**config.mk**
```make
export PLATFORM = sky130hd
export DESIGN_NAME = counter8_overflow_unit_flat
export DESIGN_NICKNAME = d
export VERILOG_FILES = /design/src/rtl/counter8_pkg.sv /design/src/rtl/counter8_overflow_unit_if.sv /design/src/rtl/counter8_overflow_unit_mod_counter.sv /design/src/rtl/counter8_overflow_unit.sv /design/src/flat_wrapper.sv
export SDC_FILE = /design/constraint.sdc
export NUM_CORES = 1
export LEC_CHECK = 0
export BUFFER_PORTS_ARGS = -buffer_cell sky130_fd_sc_hd__buf_2
export CAP_MARGIN = 0
export CORE_AREA = 3 3 40 42
export CTS_CLUSTER_SIZE = 20
export DETAILED_ROUTE_END_ITERATION = 12
export DIE_AREA = 0 0 43 45
export GPL_TIMING_DRIVEN = 1
export HOLD_SLACK_MARGIN = 0.1
export SLEW_MARGIN = 10
export SYNTH_ARGS = -nofsm -noshare
export SYNTH_HDL_FRONTEND = slang
export SYNTH_SLANG_ARGS = --single-unit
```
**constraint.sdc**
```tcl
create_clock -name clk -period 2.1 [get_ports clk]
set_clock_uncertainty 0.1 [all_clocks]
set_input_delay 0.42 -clock clk [delete_from_list [all_inputs] [get_ports clk]]
set_output_delay 0.42 -clock clk [all_outputs]
set_load 0.1 [all_outputs]
```
**src/rtl/counter8_pkg.sv**
```systemverilog
// Shared constants and types for the modulo-8 event counter slice.
package counter8_pkg;

    localparam int COUNT_W_DEF = 3;
    localparam int COUNT_MAX   = 2**COUNT_W_DEF - 1;

    typedef logic [COUNT_W_DEF-1:0] count_t;

endpackage

```
**src/rtl/counter8_overflow_unit_if.sv**
```systemverilog
// Event-enable / status bundle between a controller and the counter unit.
interface counter8_overflow_unit_if;

    logic count_7;
    logic q;
    logic overflow;

    modport master (output count_7, input  q, input  overflow);
    modport slave  (input  count_7, output q, output overflow);

endinterface

```
**src/rtl/counter8_overflow_unit_mod_counter.sv**
```systemverilog
// Width-parameterised enable counter with a combinational terminal-count term.
module mod_counter #(
    parameter int W = 3
) (
    input  logic clk,
    input  logic reset,
    input  logic en,
    output logic tc
);

    localparam logic [W-1:0] MAX = '1;

    logic [W-1:0] count;

    // Advance on enabled edges; natural unsigned wrap from MAX to 0.
    always_ff @(posedge clk) begin
        if (reset) begin
            count <= '0;
        end else if (en) begin
            count <= count + 1'b1;
        end
    end

    // Terminal count: this edge will wrap the counter.
    always_comb begin
        tc = en && (count == MAX);
    end

endmodule

```
**src/rtl/counter8_overflow_unit.sv**
```systemverilog
// Modulo-8 event counter: one-cycle overflow pulse and toggle output on each wrap.
module counter8_overflow_unit
    import counter8_pkg::*;
#(
    parameter int COUNT_W = COUNT_W_DEF
) (
    input  logic                     clk,
    input  logic                     reset,
    counter8_overflow_unit_if.slave  bus
);

    logic tc;
    logic q_r;
    logic overflow_r;

    mod_counter #(.W(COUNT_W)) u_mod_counter (
        .clk   (clk),
        .reset (reset),
        .en    (bus.count_7),
        .tc    (tc)
    );

    // Register the wrap event so neither output has a path from count_7.
    always_ff @(posedge clk) begin
        if (reset) begin
            q_r        <= 1'b0;
            overflow_r <= 1'b0;
        end else begin
            overflow_r <= tc;
            q_r        <= q_r ^ tc;
        end
    end

    assign bus.q        = q_r;
    assign bus.overflow = overflow_r;

endmodule

```
**src/flat_wrapper.sv**
```systemverilog
// flat-port wrapper written by rule: the top's interface ports become plain ports
module counter8_overflow_unit_flat import counter8_pkg::*;
#(
    parameter int COUNT_W = COUNT_W_DEF
)
  (clk, reset, bus_count_7, bus_q, bus_overflow);
  counter8_overflow_unit_if bus_i ();
  input  logic clk;
  input  logic reset;
  input wire logic [$bits(bus_i.count_7)-1:0] bus_count_7;
  output wire logic [$bits(bus_i.q)-1:0] bus_q;
  output wire logic [$bits(bus_i.overflow)-1:0] bus_overflow;
  assign bus_i.count_7 = bus_count_7;
  assign bus_q = bus_i.q;
  assign bus_overflow = bus_i.overflow;
  counter8_overflow_unit #(.COUNT_W(COUNT_W)) u_core (.clk(clk), .reset(reset), .bus(bus_i));
endmodule
```
==> results.yml, run 1 <==
outcome:
  status: "finished, final reports clean"
placement:
  gp_congestion: 0.662
  port-buffer-count: 4
  dp_hpwl_um: 228
  placed_area_um2: 238
  placed_cells: 37
timing:
  fin_crit_sh_pct: 73.2
  tns_ns: 0
  rsz0062_at_grt: "false"
  hold_viol_final: 0
  setup_violations: 0
  max_freq_mhz: 651
  hold_ws_ns: 0.303
  tightest_slew_ns: 0.485
  relSlewSlack_pct: 67.9
  fin_crit_ns: 1.54
  final_max_slew_viol_count: 0
cells_and_area:
  final_cell_mix: "5 x nor2_1, 5 x dfxtp_1, 4 x buf_2, 3 x clkbuf_4"
  final_nets: 32
  antenna_cells: 0
  stdcell_area_um2: 264
  area_delta_synth_final_pct: 32.7
  finalNonFillerCells: 41
  drive_above_1_share_pct: 30.8
routing:
  vias_per_cell: 3.49
  drtIter0Drc: 2
  wl_per_cell_um: 7.05
  vias: 143
  drc: 0
  totalWireLength_um: 289
  drtPass1Iterations: 2
  ant_nets: 0
worst_setup_path:
  path_class: "reg2out"
  worstReg2RegStart: "u_core.u_mod_counter.count[0]"
  setup.worst_path.end_class: "primary output"
  required_ns: 1.58
  critPathMaxFanout: 3
  start_kind: "flip-flop"
  slowest_stage: "buf_2"
  crit_chain: "buf_2"
  crit_buf_inv: 1
  max_stage_delay_ns: 0.43
  reg2regPathDepth: 4
  cp_num_cells: 1
  critPathArrivalTime_ns: 1.02
  critPathTopFamily: "buffers and inverters"
  crit_start: "u_core.bus.q"
worst_hold_path:
  holdPathStages: 2
  hold_class: "in2reg"
  min_from: "reset"
power_and_ir_drop:
  max-vdd-ir-drop_v: 0.000377
  p_leak_nw: 0.136
  power_mw: 0.227
  powerDensity_nw_per_um2: 860
logic_synthesis:
  synth_fp_nets: 23
  synth_fa_ha_area_share_pct: 12.6
  synth_top_family_by_area: "multiplexers"
  ys.warnings.count: 0
  muxShareOfSynthArea_pct: 17.6
  syn_area_um2: 199
  avgSynthCellArea_um2: 11.1
  synth-compound-area-share_pct: 0
  synth_xor_area_share_pct: 4.40
  ys_ff_latch: 5
  synth_simple_gate_area_share_pct: 15.1
  yosysSeqAreaShare_pct: 50.3
  synthCells: 18
  synth_cell_types: 8
die:
  placementRows: 13
  die_h_um: 45
  core_um2: 1280
  io_pins: 5
  die-area_um2: 1940
  die_w_um: 43
  start_util_pct: 15.5
global_routing:
  grtUsageTotal_pct: 4.84
  grt_pass1_wl_um: 565
  grt-ovfl-total: 0
  antenna_found_initial: 0
  grt_pass1_vias: 138
  grt_max_degree: 7
cts:
  cts_made_buffers: 3
  cts_root_buf: "clkbuf_4"
  cts.sinks: 5
  ctsHoldBuffers: 0
  clkTransAtPathRegs_ns: 0.04
  post_cts_buffers: 0
  cts_buffer_depth: 2
  cts_tree: "done"
  ctsHtreeMaxLevel: 1
  post_cts_resized: 0
  clkLatencyLatePin_ns: 0.24
flow_run:
  cap_viol_max_count: 0
## metrics by stage
stage	worst slack (ns)	util, %
2_1_floorplan	0.555	-
3_3_place_gp	0.816	18.5
3_5_place_dp	0.811	18.5
4_1_cts	0.545	20.5
5_1_grt	0.501	20.5
6_report	0.563	20.5
## routing by layer
layer / vias to the layer above / track usage (%) / wire, um
met3: 0 / 7.17 / 47
li1: 75 / - / -
met1: 61 / 4.36 / 138
met4: 0 / 1.81 / 0
met2: 7 / 5.69 / 104
met5: - / 0 / 0
## kinds of logic (layout without fill, tap and decap cells)
family        Yosys count  count (layout)
xor+xnor                1               1
fa+ha+maj               2               2
buf+inv                 0               8
flops                   5               5
mux                     3               3
simple gates            7               7
## power by group
| part | internal, mW | switching, mW | total (mW) |
|---|---|---|---|
| clock | 0.0718 | 0.0385 | 0.110 |
| combinational | 0.00777 | 0.00685 | 0.0146 |
| sequential | 0.0995 | 0.00246 | 0.102 |
## flip-flops by register name (all words and copies together), names as in the netlist
register                    flops
u_core.u_mod_counter.count      3
u_core.bus.overflow             1
u_core.bus.q                    1
## cell usage after synthesis
library cell	instances	area [um^2]
xnor2_1	1	8.76
ha_1	2	25.0
mux2_4	1	15.0
nand2_1	1	3.75
nor2_1	5	18.8
dfxtp_1	5	100
and2b_1	1	7.51
mux2i_1	2	20.0
## path summary, 6_finish.rpt
path	to	slack, ns
worst max register to register	u_core.bus.q	0.81
worst max-delay path	bus_q	0.56
worst min-delay path	u_core.u_mod_counter.count[0]	0.30
worst min register to register	u_core.u_mod_counter.count[1]	0.39
## layout make-up
type | count | area (um^2)
fill | 141 | 1020
sequential | 5 | 100
multi-input combinational | 13 | 98.8
clock buffer | 4 | 26.3
timing repair buffer | 4 | 20.0
tap | 15 | 18.8
Power figures use the tool's default switching activity.
==> run 2, diff against run 1 <==
==> constraint.sdc (replaced) <==
create_clock -name clk -period 1.6 [get_ports clk]
set_clock_uncertainty 0.1 [all_clocks]
set_input_delay 0.32 -clock clk [delete_from_list [all_inputs] [get_ports clk]]
set_output_delay 0.32 -clock clk [all_outputs]
set_load 0.1 [all_outputs]
==> results.yml, run 2 (same netlist as run 1, synthesis figures left out) <==
die:
  start_util_pct: 15.5
  core_um2: 1280
  io_pins: 5
  die-area_um2: 1940
  die_w_um: 43
  placementRows: 13
  die_h_um: 45
power_and_ir_drop:
  clkPwrFrac_pct: 48.6
  p_sw_share_pct: 21.0
  max-vdd-ir-drop_v: 0.000406
  pwr-share-seq_pct: 45.1
  switchingPower_mw: 0.0626
  p_leak_nw: 0.136
  comb_power_share_pct: 6.4
  powerDensity_nw_per_um2: 1130
  power.internal_mw: 0.235
timing:
  rsz0062_at_grt: "false"
  tns_ns: 0
  tightest_slew_ns: 0.483
  fin_crit_sh_pct: 89.0
  hold_viol_final: 0
  fin_crit_ns: 1.42
  setup_violations: 0
  relSlewSlack_pct: 68.0
  final_max_slew_viol_count: 0
  setup_slack_ns: 0.175
  max_freq_mhz: 702
cells_and_area:
  fillers: 144
  max_flop_register: "u_core.u_mod_counter.count"
  finalNonFillerCells: 41
  drive_above_1_share_pct: 30.8
  final_nets: 32
  antenna_cells: 0
  area_delta_synth_final_pct: 32.7
  largest_register_ffs: 3
  final_cell_mix: "5 x nor2_1, 5 x dfxtp_1, 4 x buf_2, 3 x clkbuf_4"
  stdcell_area_um2: 264
  final_util_pct: 20.5
routing:
  wl_per_cell_um: 7.32
  drtIter0Drc: 2
  drtPass1Iterations: 2
  vias_per_cell: 3.34
  ant_nets: 0
  vias: 137
  totalWireLength_um: 300
  drc: 0
worst_setup_path:
  slowest_stage: "buf_2"
  max_stage_delay_ns: 0.43
  required_ns: 1.18
  critPathTopFamily: "buffers and inverters"
  crit_buf_inv: 1
  critPathMaxFanout: 3
  start_kind: "flip-flop"
  setup.worst_path.end_class: "primary output"
  path_class: "reg2out"
  crit_chain: "buf_2"
  critPathArrivalTime_ns: 1.00
cts:
  ctsHoldBuffers: 0
  ctsHtreeMaxLevel: 1
  cts_made_buffers: 3
  post_cts_resized: 0
  cts.sinks: 5
  clkTransAtPathRegs_ns: 0.04
  clkLatencyLatePin_ns: 0.24
  cts_root_buf: "clkbuf_4"
  cts_buffer_depth: 2
  cts_tree: "done"
  post_cts_buffers: 0
placement:
  placed_cells: 37
  dp_hpwl_um: 244
  place_ws_ns: 0.297
  port-buffer-count: 4
  placed_area_um2: 238
  gp_congestion: 0.584
worst_hold_path:
  hold_class: "in2reg"
global_routing:
  grtUsageTotal_pct: 4.58
  grt_max_degree: 7
  grt-ovfl-total: 0
  antenna_found_initial: 0
  grt_pass1_wl_um: 510
  grt_pass1_vias: 120
flow_run:
  cap_viol_max_count: 0
outcome:
  status: "finished, final reports clean"
[run 2: cell counts in the layout (fill, tap and decap cells not counted)]
Identical to the previous run, type by type.
[run 2: power groups by stage]
stage	clock network, mW	logic, mW	registers (mW)
floorplan	0	0.0122	0.136
global placement	0	0.0187	0.136
detailed placement	0	0.0194	0.136
CTS	0.155	0.0196	0.134
global route	0.174	0.0231	0.135
finish	0.145	0.0189	0.134
[run 2: cell type report]
class | instances | area, um^2 | area share (%)
flip-flops and latches | 5 | 100 | 37.9
multi-input cells | 13 | 98.8 | 37.4
clock buffers | 4 | 26.3 | 9.95
repair buffers | 4 | 20.0 | 7.58
well taps | 15 | 18.8 | 7.11
[run 2: metal layers]
metal  vias up  wire length [um]  global-route usage, %  share of wire [%]
met5         -                 0                      0                  0
met3         0                48                   7.17                 16
met4         0                 0                   1.81                  0
met1        56               131                   4.59                 44
li1         74                 -                      -                  -
met2         7               120                   4.49                 40
[run 2: path summary, 6_finish.rpt]
| path | from | to | slack (ns) | cells past startpoint |
|---|---|---|---|---|
| max | u_core.bus.q | bus_q | 0.18 | 1 |
| min | reset | u_core.u_mod_counter.count[0] | 0.20 | 2 |
| max reg2reg | u_core.u_mod_counter.count[0] | u_core.bus.q | 0.30 | 4 |
| min reg2reg | u_core.u_mod_counter.count[1] | u_core.u_mod_counter.count[1] | 0.40 | 2 |
[run 2: through the flow]
step                      power, mW  hold slack (ns)
final                         0.298            0.203
after global routing          0.331            0.210
after CTS                     0.309            0.196
after detailed placement      0.156            0.397
after global placement        0.155            0.378
after floorplan               0.148            0.292
